**config.mk**
```make
export PLATFORM = sky130hd
export DESIGN_NAME = mem_bus_arbiter
export DESIGN_NICKNAME = d
export VERILOG_FILES = /design/src/rtl/mem_bus_arbiter.sv
export SDC_FILE = /design/constraint.sdc
export NUM_CORES = 1
export LEC_CHECK = 0
export CAP_MARGIN = 20
export CORE_AREA = 2 2 122 124
export DETAILED_ROUTE_END_ITERATION = 10
export DIE_AREA = 0 0 124 126
export HOLD_SLACK_MARGIN = 0.12
export PLACE_DENSITY = 0.56
export REMOVE_ABC_BUFFERS = 1
export SLEW_MARGIN = 10
export SYNTH_ARGS = -nofsm -noshare
export SYNTH_HDL_FRONTEND = slang
export SYNTH_SLANG_ARGS = --single-unit
```
**constraint.sdc**
```tcl
create_clock -name clk -period 3.26 [get_ports clk]
set_input_delay 0.489 -clock clk [delete_from_list [all_inputs] [get_ports clk]]
set_output_delay 0.489 -clock clk [all_outputs]
set_load 0.01 [all_outputs]
```
**src/rtl/mem_bus_arbiter.sv**
```systemverilog
// Two-master, one-slave round-robin arbiter for the req/gnt/rvalid memory bus.
// An in-order ID FIFO remembers which master owns each outstanding transaction
// so that every slave response is steered back to its issuer.
module mem_bus_arbiter #(
  parameter int unsigned ADDR_W  = 32,
  parameter int unsigned DATA_W  = 32,
  parameter int unsigned MAX_OUT = 2
) (
  input  logic                  clk,
  input  logic                  res,
  // master 0
  input  logic                  m0_req,
  input  logic                  m0_we,
  input  logic [DATA_W/8-1:0]   m0_be,
  input  logic [ADDR_W-1:0]     m0_addr,
  input  logic [DATA_W-1:0]     m0_wdata,
  output logic                  m0_gnt,
  output logic                  m0_rvalid,
  output logic [DATA_W-1:0]     m0_rdata,
  // master 1
  input  logic                  m1_req,
  input  logic                  m1_we,
  input  logic [DATA_W/8-1:0]   m1_be,
  input  logic [ADDR_W-1:0]     m1_addr,
  input  logic [DATA_W-1:0]     m1_wdata,
  output logic                  m1_gnt,
  output logic                  m1_rvalid,
  output logic [DATA_W-1:0]     m1_rdata,
  // slave
  output logic                  s_req,
  output logic                  s_we,
  output logic [DATA_W/8-1:0]   s_be,
  output logic [ADDR_W-1:0]     s_addr,
  output logic [DATA_W-1:0]     s_wdata,
  input  logic                  s_gnt,
  input  logic                  s_rvalid,
  input  logic [DATA_W-1:0]     s_rdata,
  output logic                  err
);

  localparam int unsigned CntW = $clog2(MAX_OUT + 1);
  localparam int unsigned PtrW = (MAX_OUT > 1) ? $clog2(MAX_OUT) : 1;
  localparam logic [CntW-1:0] MaxCnt  = CntW'(MAX_OUT);
  localparam logic [PtrW-1:0] LastPtr = PtrW'(MAX_OUT - 1);

  logic               lock_q, lock_d;
  logic               owner_q, owner_d;
  logic               last_q, last_d;
  logic               err_q, err_d;
  logic [MAX_OUT-1:0] fifo_q, fifo_d;
  logic [PtrW-1:0]    wr_ptr_q, wr_ptr_d;
  logic [PtrW-1:0]    rd_ptr_q, rd_ptr_d;
  logic [CntW-1:0]    count_q, count_d;

  logic sel;
  logic req_sel;
  logic full;
  logic push;
  logic pop;
  logic head;

  function automatic logic [PtrW-1:0] ptr_inc(input logic [PtrW-1:0] p);
    return (p == LastPtr) ? '0 : p + PtrW'(1);
  endfunction

  // Pick the master to present: the locked owner, else round-robin on requests.
  always_comb begin
    sel = last_q;
    if (lock_q) begin
      sel = owner_q;
    end else begin
      unique case ({m1_req, m0_req})
        2'b01:   sel = 1'b0;
        2'b10:   sel = 1'b1;
        2'b11:   sel = ~last_q;
        default: sel = last_q;
      endcase
    end
  end

  // Slave-side presentation, grant fan-out and response routing.
  always_comb begin
    req_sel = sel ? m1_req : m0_req;
    // Registered count only: a pop frees a slot for the following cycle.
    full    = (count_q == MaxCnt);
    s_req   = req_sel & ~full;
    s_we    = sel ? m1_we    : m0_we;
    s_be    = sel ? m1_be    : m0_be;
    s_addr  = sel ? m1_addr  : m0_addr;
    s_wdata = sel ? m1_wdata : m0_wdata;

    push   = s_req & s_gnt;
    m0_gnt = push & ~sel;
    m1_gnt = push & sel;

    head      = fifo_q[rd_ptr_q];
    pop       = s_rvalid & (count_q != '0);
    m0_rvalid = pop & ~head;
    m1_rvalid = pop & head;
    m0_rdata  = m0_rvalid ? s_rdata : '0;
    m1_rdata  = m1_rvalid ? s_rdata : '0;

    err = err_q;
  end

  // Next-state for lock, round-robin pointer, ID FIFO, occupancy and error flag.
  always_comb begin
    lock_d   = lock_q;
    owner_d  = owner_q;
    last_d   = last_q;
    fifo_d   = fifo_q;
    wr_ptr_d = wr_ptr_q;
    rd_ptr_d = rd_ptr_q;
    count_d  = count_q;
    err_d    = err_q;

    if (push) begin
      fifo_d[wr_ptr_q] = sel;
      wr_ptr_d         = ptr_inc(wr_ptr_q);
      last_d           = sel;
      lock_d           = 1'b0;
    end else if (s_req) begin
      lock_d  = 1'b1;
      owner_d = sel;
    end

    if (pop) begin
      rd_ptr_d = ptr_inc(rd_ptr_q);
    end

    unique case ({push, pop})
      2'b10:   count_d = count_q + CntW'(1);
      2'b01:   count_d = count_q - CntW'(1);
      default: count_d = count_q;
    endcase

    // Response with nothing outstanding is a protocol error; sticky until reset.
    if (s_rvalid && (count_q == '0)) begin
      err_d = 1'b1;
    end
  end

  // State registers; last resets to 1 so master 0 wins the first tie.
  always_ff @(posedge clk or negedge res) begin
    if (!res) begin
      lock_q   <= 1'b0;
      owner_q  <= 1'b0;
      last_q   <= 1'b1;
      err_q    <= 1'b0;
      fifo_q   <= '0;
      wr_ptr_q <= '0;
      rd_ptr_q <= '0;
      count_q  <= '0;
    end else begin
      lock_q   <= lock_d;
      owner_q  <= owner_d;
      last_q   <= last_d;
      err_q    <= err_d;
      fifo_q   <= fifo_d;
      wr_ptr_q <= wr_ptr_d;
      rd_ptr_q <= rd_ptr_d;
      count_q  <= count_d;
    end
  end

endmodule
```
**Word-level counts from Yosys, hierarchy flattened**

Index checks and enable logic that the tools add are counted.

- Reduce and logical (&&, ||, !) cells: 7
- Muxes and demuxes: 19
- Multiply operators: 0
- Shifts and indexed selects: 0
- Magnitude comparators: 3
- Add/subtract/negate cells: 4
- Equality and inequality tests: 6
- Bitwise gates (word level): 12
- Div/mod/pow operators: 0

Operators by type and width:

| kind | count |
|---|---|
| $mux 32 | 4 |
| $mux 1 | 10 |
| $eq 2x2->1 const B | 4 |
| $and 1x1->1 | 7 |
| $reduce_bool 2->1 | 3 |
| $not 1->1 | 5 |
| $eq 2x1->1 const B | 2 |
| $lt 1x2->1 const B | 2 |
| $mux 4 | 1 |
| $pmux 2 s2 | 1 |
| $pmux 1 s3 | 1 |
| $add 1x1->1 const B | 2 |
| $add 2x1->2 const B | 1 |
| $bwmux 2 | 1 |
| $logic_and 1x1->1 | 2 |
| $logic_not 2->1 | 1 |
| $reduce_and 2->1 | 1 |
| $sub 2x1->2 const B | 1 |
| $demux 1 s1 | 1 |
| $ge 1x1->1 const B | 1 |

- Bits in read-only memories: 0
- Memory bits (writable): 0
- Latch bits: 0
- Memories: 0
- Flip-flop bits (word level): 10
- Output and inout port bits: 139

**Logic depth before layout (Yosys ltp)**

Gate-level depths: netlist of the first run.

- Depth after elaboration: 8
- Gate-level depth with buffers: 8

**Worst setup path after synthesis of the first run**

OpenSTA, ideal clock, no wires.

- Path type: input -> output
- Start point: input port m1_req
- End point: output port s_addr[18]
- Setup slack: 1.321 ns
- Buffers on the path: 2
- Cell stages on the path: 6
- Arrival time: 1.450 ns
- Data required time: 2.771 ns
- Cells stage by stage: nor2_1 > a21oi_2 > o21ai_2 > buf_6 > buf_6 > mux2_1

- Cells in the longest elaborated chain, start to end: 4
- Elaborated cells on any way between the ends: 6

RTL lines:

| item | RTL line | text |
|---|---|---|
| start, declared | 21 | `input logic m1_req,` |
| $eq 2x2->1 / $eq 2x1->1 (equally long branches) | 72 | `unique case ({m1_req, m0_req})` |
| $pmux 1 s3 * | 72 |  |
| $mux 1 * | 69 | `if (lock_q) begin` |
| $mux 32 * | 89 | `s_addr = sel ? m1_addr : m0_addr;` |
| end, declared | 33 | `output logic [ADDR_W-1:0] s_addr,` |

Mark *: on every way between the ends. The rest lies on a longest branch, timed or not.

**Final worst setup path of the first run**

- Start point: input port m1_req
- End point: output port s_addr[29]

The elaborated chain is that of the path after synthesis.

==> flow_metrics.py, run 1 <==
metrics = {
    "floorplan": {
        "die_area_um2": 15600,
        "core_area_um2": 14300,
        "die_height_um": 126,
        "start_util_pct": 12.6,
        "dieWidth_um": 124,
        "num_rows": 44,
        "io_pins": 315,
    },
    "sta": {
        "finalHoldViolCount": 0,
        "fin_tns_setup_ps": 0,
        "fmax_mhz": 316,
        "slew_viol_final": 0,
        "layout_setup_ws_ps": 90.8,
        "tightest_slew_ps": 440,
        "grt_setup_unrepaired": "false",
        "slew_headroom_pct": 70.5,
        "finalSetupViolations": 0,
        "clock_skew_ps": 1.26,
        "final.period_utilization_pct": 97.2,
        "min_period_ps": 3170,
    },
    "clocking": {
        "h-tree-depth": 1,
        "root_buffer": "clkbuf_16",
        "postCtsResizedCells": 0,
        "clock_sinks": 10,
        "clk_latency_ps": 240,
        "post_cts_buffers": 0,
        "cts_tree": "done",
        "clk_pin_slew_worst_paths_ps": 40,
        "hold_buffers": 0,
        "clockBufferDepth": 2,
        "cts_made_buffers": 3,
    },
    "final_layout": {
        "finalNetCount": 682,
        "final_layout_size_suffix_gt1_share_pct": 8.13,
        "antenna_cells": 0,
        "final_cell_mix": "clkdlybuf4s50_1, and2_1, mux2_1",
        "layout_commonest_cell": "clkdlybuf4s50_1",
        "nFillCells": 1449,
        "area_growth_pct": 191,
    },
    "power_and_ir_drop": {
        "irDropWorstVdd_v": 0.000309,
        "pwr-share-seq_pct": 7.1,
        "p_clk_share_pct": 7.2,
        "p_int_w": 0.00210,
        "power_switching_w": 0.00136,
        "finalPower_w": 0.00346,
        "power_density_nw_per_um2": 660,
        "p_comb_share_pct": 85.7,
        "p_leak_nw": 1.96,
        "netSwitchingFraction_pct": 39.2,
    },
    "detailed_routing": {
        "num_vias": 2690,
        "drt_iter0_markers": 29,
        "wl_per_cell_um": 17.5,
        "wl_um": 12100,
        "ant_nets": 0,
        "dr.pass1.iters": 3,
        "viasPerCell": 3.91,
        "drc": 0,
    },
    "setup_path": {
        "timing.rr.end": "count_q[1]$_DFFE_PN0P_",
        "path_class": "input port to primary output",
        "crit_start": "m1_req",
        "reg2reg_from": "owner_q$_DFFE_PN0P_",
        "crit_fanout": 18,
        "reg2reg_depth": 7,
        "required_ps": 2770,
        "reg2reg_slack_ps": 1220,
        "cp-end-kind": "primary output",
        "cp-start-kind": "input port",
        "arrival_ps": 2680,
    },
    "synth": {
        "synth_area_leader_cell": "mux2_1",
        "yosysUniqueCellTypes": 31,
        "syn_area_per_cell_um2": 9.22,
        "synth_top_area_share_pct": 27.6,
        "yosysSeqAreaShare_pct": 14.0,
        "synth_edf_count": 0,
        "yosys-top-cells-area": "mux2_1, and2_1, mux2_2, dfrtp_1, buf_6",
        "synth_area_um2": 1800,
        "yosysWarnings": 0,
        "netlist_instances": 195,
        "ys_ff_latch": 10,
        "synth_ff_type": "dfrtp_1",
        "synthArstFlopShare_pct": 100,
    },
    "hold_path": {
        "holdCritPathClass": "flip-flop to flip-flop",
        "holdPathEnd": "err$_DFFE_PN0P_",
        "min_path_cells": 1,
        "min-delay-start": "err$_DFFE_PN0P_",
    },
    "run": {
        "drv_cap": 0,
    },
    "placed_design": {
        "globalplace.congestion": 0.800,
        "post-place-ws_ps": 97.9,
        "place_hpwl_um": 11000,
        "numPortBuffers": 314,
    },
    "global_route": {
        "grt_max_degree": 34,
        "grt_overflow": 0,
        "grt_pass1_vias": 2823,
        "grt_first_pass_wirelength_um": 16500,
        "track_usage_pct": 14.6,
        "antenna_found_initial": 0,
    },
    "outcome": {
        "status": "finished clean",
    },
}
[power groups by stage]
stage	combinational, W	clock [W]	sequential, W
6_report	0.00296	0.000247	0.000246
4_1_cts	0.00303	0.000249	0.000246
5_1_grt	0.00315	0.000256	0.000258
3_3_place_gp	0.00299	0	0.000245
3_5_place_dp	0.00301	0	0.000248
2_1_floorplan	0.00129	0	0.000232
[cells in the mapped netlist (2+ instances only)]
| cell | number |
|---|---|
| and2_1 | 64 |
| mux2_1 | 44 |
| mux2_2 | 25 |
| dfrtp_1 | 9 |
| buf_6 | 6 |
| nor2_1 | 6 |
| buf_2 | 4 |
| clkbuf_1 | 4 |
| xnor2_1 | 4 |
| o31ai_1 | 3 |
| a21oi_2 | 2 |
| nand2b_1 | 2 |
| nor2b_1 | 2 |
| o21ai_0 | 2 |
| o21ai_1 | 2 |
[routing by layer]
layer | share of wire (%) | GRT usage [%]
met4 | 4.9 | 7.67
met1 | 31 | 12.4
met5 | 0 | 0
met2 | 54 | 29.6
met3 | 10 | 4.08
[registers in the layout, summed over array words and instances, names as in the netlist]
register	flops
count_q	2
fifo_q	2
err	1
last_q	1
lock_q	1
owner_q	1
rd_ptr_q	1
wr_ptr_q	1
[critical path, stage by stage]
cell	delay [ps]
clkdlybuf4s50_1	450
nor2_1	150
a21oi_2	60
o21ai_4	340
buf_12	220
mux2_1	440
clkdlybuf4s50_1	520
[area by class of cell]
class	count	area (µm²)	share of cell area, %
inverter	1	3.75	0.0716
clock buffer	4	88.8	1.70
timing repair buffer	320	3230	61.6
sequential	10	251	4.80
tap	184	230	4.39
multi-input combinational	169	1440	27.5
[logic make-up (layout without fill, tap and decap cells)]
kind of cell	Yosys count	after routing	share of synthesized area (%)
DFF	10	10	14.0
adders and majority gates	1	1	0.696
and+or+nand+nor	79	79	26.5
muxes	70	70	43.8
xor gates and xnor gates	5	5	2.44
buffers and inverters	16	325	6.33
AOI/OAI and AO/OA	14	14	6.26
[how the worst max path moves through the flow]
stage	slack (ps)	cells past startpoint	end
CTS	90	7	s_addr[29]
global placement	80	7	s_addr[29]
finish	90	7	s_addr[29]
global route	10	7	s_addr[0]
floorplan	-340	4	s_addr[0]
detailed placement	100	7	s_wdata[19]
[per-stage QoR]
step           hold WS, ps  area [µm²]  instances  utilization (%)
2_1_floorplan          193        1690        180                -
3_3_place_gp           451        5150        684             36.0
3_5_place_dp           452        5150        684             36.0
4_1_cts                464        5240        688             36.6
5_1_grt                491        5240        688             36.6
6_report               460        5240        688             36.6
(Power assumes the default switching activity.)
==> inputs of run 2 (changes only) <==
--- a/config.mk
+++ b/config.mk
@@ -6,11 +6,11 @@
 export NUM_CORES = 1
 export LEC_CHECK = 0
 export CAP_MARGIN = 20
-export CORE_AREA = 2 2 122 124
+export CORE_AREA = 2 2 123 125
 export DETAILED_ROUTE_END_ITERATION = 10
-export DIE_AREA = 0 0 124 126
+export DIE_AREA = 0 0 125 127
 export HOLD_SLACK_MARGIN = 0.12
-export PLACE_DENSITY = 0.56
+export PLACE_DENSITY = 0.58
 export REMOVE_ABC_BUFFERS = 1
 export SLEW_MARGIN = 10
 export SYNTH_ARGS = -nofsm -noshare
==> constraint.sdc (replaced) <==
create_clock -name clk -period 2.86 [get_ports clk]
set_input_delay 0.429 -clock clk [delete_from_list [all_inputs] [get_ports clk]]
set_output_delay 0.429 -clock clk [all_outputs]
set_load 0.01 [all_outputs]
==> run 2 against run 1 <==
Compared with the run above: clock power is 14% higher; clock skew barely moved; routed wire length decreased by 6.0%; sequential power increased by 13%; critical endpoint is now s_addr[5]; largest cell class unchanged.
==> flow_metrics.py, run 2 (synthesized netlist as in run 1, its figures left out) <==
metrics = {
    "global_route": {
        "grt_first_pass_wirelength_um": 16300,
        "track_usage_pct": 12.9,
        "grt_max_degree": 43,
        "grt_pass1_vias": 2895,
        "antenna_found_initial": 0,
        "grt_overflow": 0,
    },
    "placed_design": {
        "dpl_cell_area_um2": 5170,
        "place_hpwl_um": 9650,
        "numPortBuffers": 314,
        "placed_cells_incl_taps": 685,
        "globalplace.congestion": 0.864,
    },
    "setup_path": {
        "path_class": "input port to primary output",
        "required_ps": 2430,
        "cp-start-kind": "input port",
        "cp-end-kind": "primary output",
        "crit_fanout": 21,
        "arrival_ps": 2380,
    },
    "floorplan": {
        "io_pins": 315,
        "die_height_um": 127,
        "num_rows": 44,
        "core_area_um2": 14400,
        "die_area_um2": 15900,
        "start_util_pct": 12.5,
        "dieWidth_um": 125,
    },
    "final_layout": {
        "area_growth_pct": 204,
        "top_regs": "count_q x2, fifo_q x2",
        "final_layout_size_suffix_gt1_share_pct": 9.23,
        "nFillCells": 1448,
        "layout_commonest_cell": "clkdlybuf4s50_1",
        "final_cell_mix": "clkdlybuf4s50_1, and2_1, dlymetal6s2s_1",
        "antenna_cells": 0,
        "finalNetCount": 687,
        "fin_area_um2": 5470,
        "instances_no_fill": 693,
    },
    "sta": {
        "tightest_slew_ps": 500,
        "fmax_mhz": 355,
        "grt_setup_unrepaired": "true",
        "slew_headroom_pct": 66.6,
        "clock_skew_ps": 0.955,
        "fin_tns_setup_ps": 0,
        "slew_viol_final": 0,
        "finalSetupViolations": 0,
        "min_period_ps": 2810,
        "final.period_utilization_pct": 98.4,
        "finalHoldViolCount": 0,
    },
    "clocking": {
        "clk_pin_slew_worst_paths_ps": 40,
        "cts_tree": "done",
        "h-tree-depth": 1,
        "clock_sinks": 10,
        "clockBufferDepth": 2,
        "cts_made_buffers": 3,
        "root_buffer": "clkbuf_16",
        "clk_latency_ps": 240,
        "hold_buffers": 0,
    },
    "detailed_routing": {
        "drc": 0,
        "viasPerCell": 3.94,
        "drt_iter0_markers": 30,
        "num_vias": 2733,
        "ant_nets": 0,
        "wl_um": 11300,
        "dr.pass1.iters": 3,
        "wl_per_cell_um": 16.4,
    },
    "power_and_ir_drop": {
        "irDropWorstVdd_v": 0.000314,
        "p_leak_nw": 2.47,
        "power_density_nw_per_um2": 730,
        "finalPower_w": 0.00399,
    },
    "run": {
        "drv_cap": 0,
    },
    "outcome": {
        "status": "finished clean",
    },
    "hold_path": {
        "holdCritPathClass": "flip-flop to flip-flop",
    },
}
==> run 2: what timing repair did <==
action | 4_1_cts | 5_1_grt
resized for setup | 3 | 51
cloned | 0 | 3
endpoints found under the setup margin | 3 | 43
buffers inserted | 0 | 1
pin swaps | 0 | 1
==> run 2: per-layer routing <==
| metal | global-route usage [%] | vias to the layer above | routed length, µm |
|---|---|---|---|
| met5 | 0 | - | 0 |
| met4 | 2.48 | 0 | 223 |
| met3 | 3.27 | 16 | 1060 |
| met2 | 27.7 | 192 | 6340 |
| met1 | 12.2 | 1218 | 3720 |
| li1 | - | 1307 | - |
==> run 2: report_power, final <==
part | switching (W) | internal [W] | total (W)
registers | 0.0000659 | 0.000214 | 0.000279
logic | 0.00139 | 0.00204 | 0.00343
clock network | 0.0000710 | 0.000211 | 0.000282
==> run 2: worst paths after layout <==
check / slack (ps) / startpoint / end / cells after the start
min reg2reg: 460 / err$_DFFE_PN0P_ / err$_DFFE_PN0P_ / 1
min in group asynchronous: 530 / res / err$_DFFE_PN0P_ / 1
max reg2reg: 910 / owner_q$_DFFE_PN0P_ / count_q[1]$_DFFE_PN0P_ / 7
max: 50 / m1_req / s_addr[5] / 8
max in group asynchronous: 1980 / res / last_q$_DFFE_PN1N_ / 1
min: 460 / err$_DFFE_PN0P_ / err$_DFFE_PN0P_ / 1
==> run 2: area by class of cell <==
type	instances	area (µm²)	share of cell area [%]
tap	184	230	4.21
sequential	10	251	4.60
timing repair buffer	325	3450	63.1
multi-input combinational	169	1440	26.4
inverter	1	3.75	0.0687
clock buffer	4	88.8	1.63
==> run 2: critical path: stages <==
cell,delay [ps]
clkdlybuf4s50_1,420
nor2_1,140
a21oi_2,60
o21ai_4,170
buf_12,150
buf_12,170
mux2_2,350
clkdlybuf4s50_1,480
==> run 2: stage by stage <==
stage / setup slack [ps] / utilization [%] / hold WS (ps)
2_1_floorplan: -616 / - / 133
3_3_place_gp: -51.3 / 35.9 / 450
3_5_place_dp: -35.3 / 35.9 / 456
4_1_cts: 3.46 / 36.4 / 467
5_1_grt: -38.8 / 37.9 / 495
6_report: 46.6 / 37.9 / 460
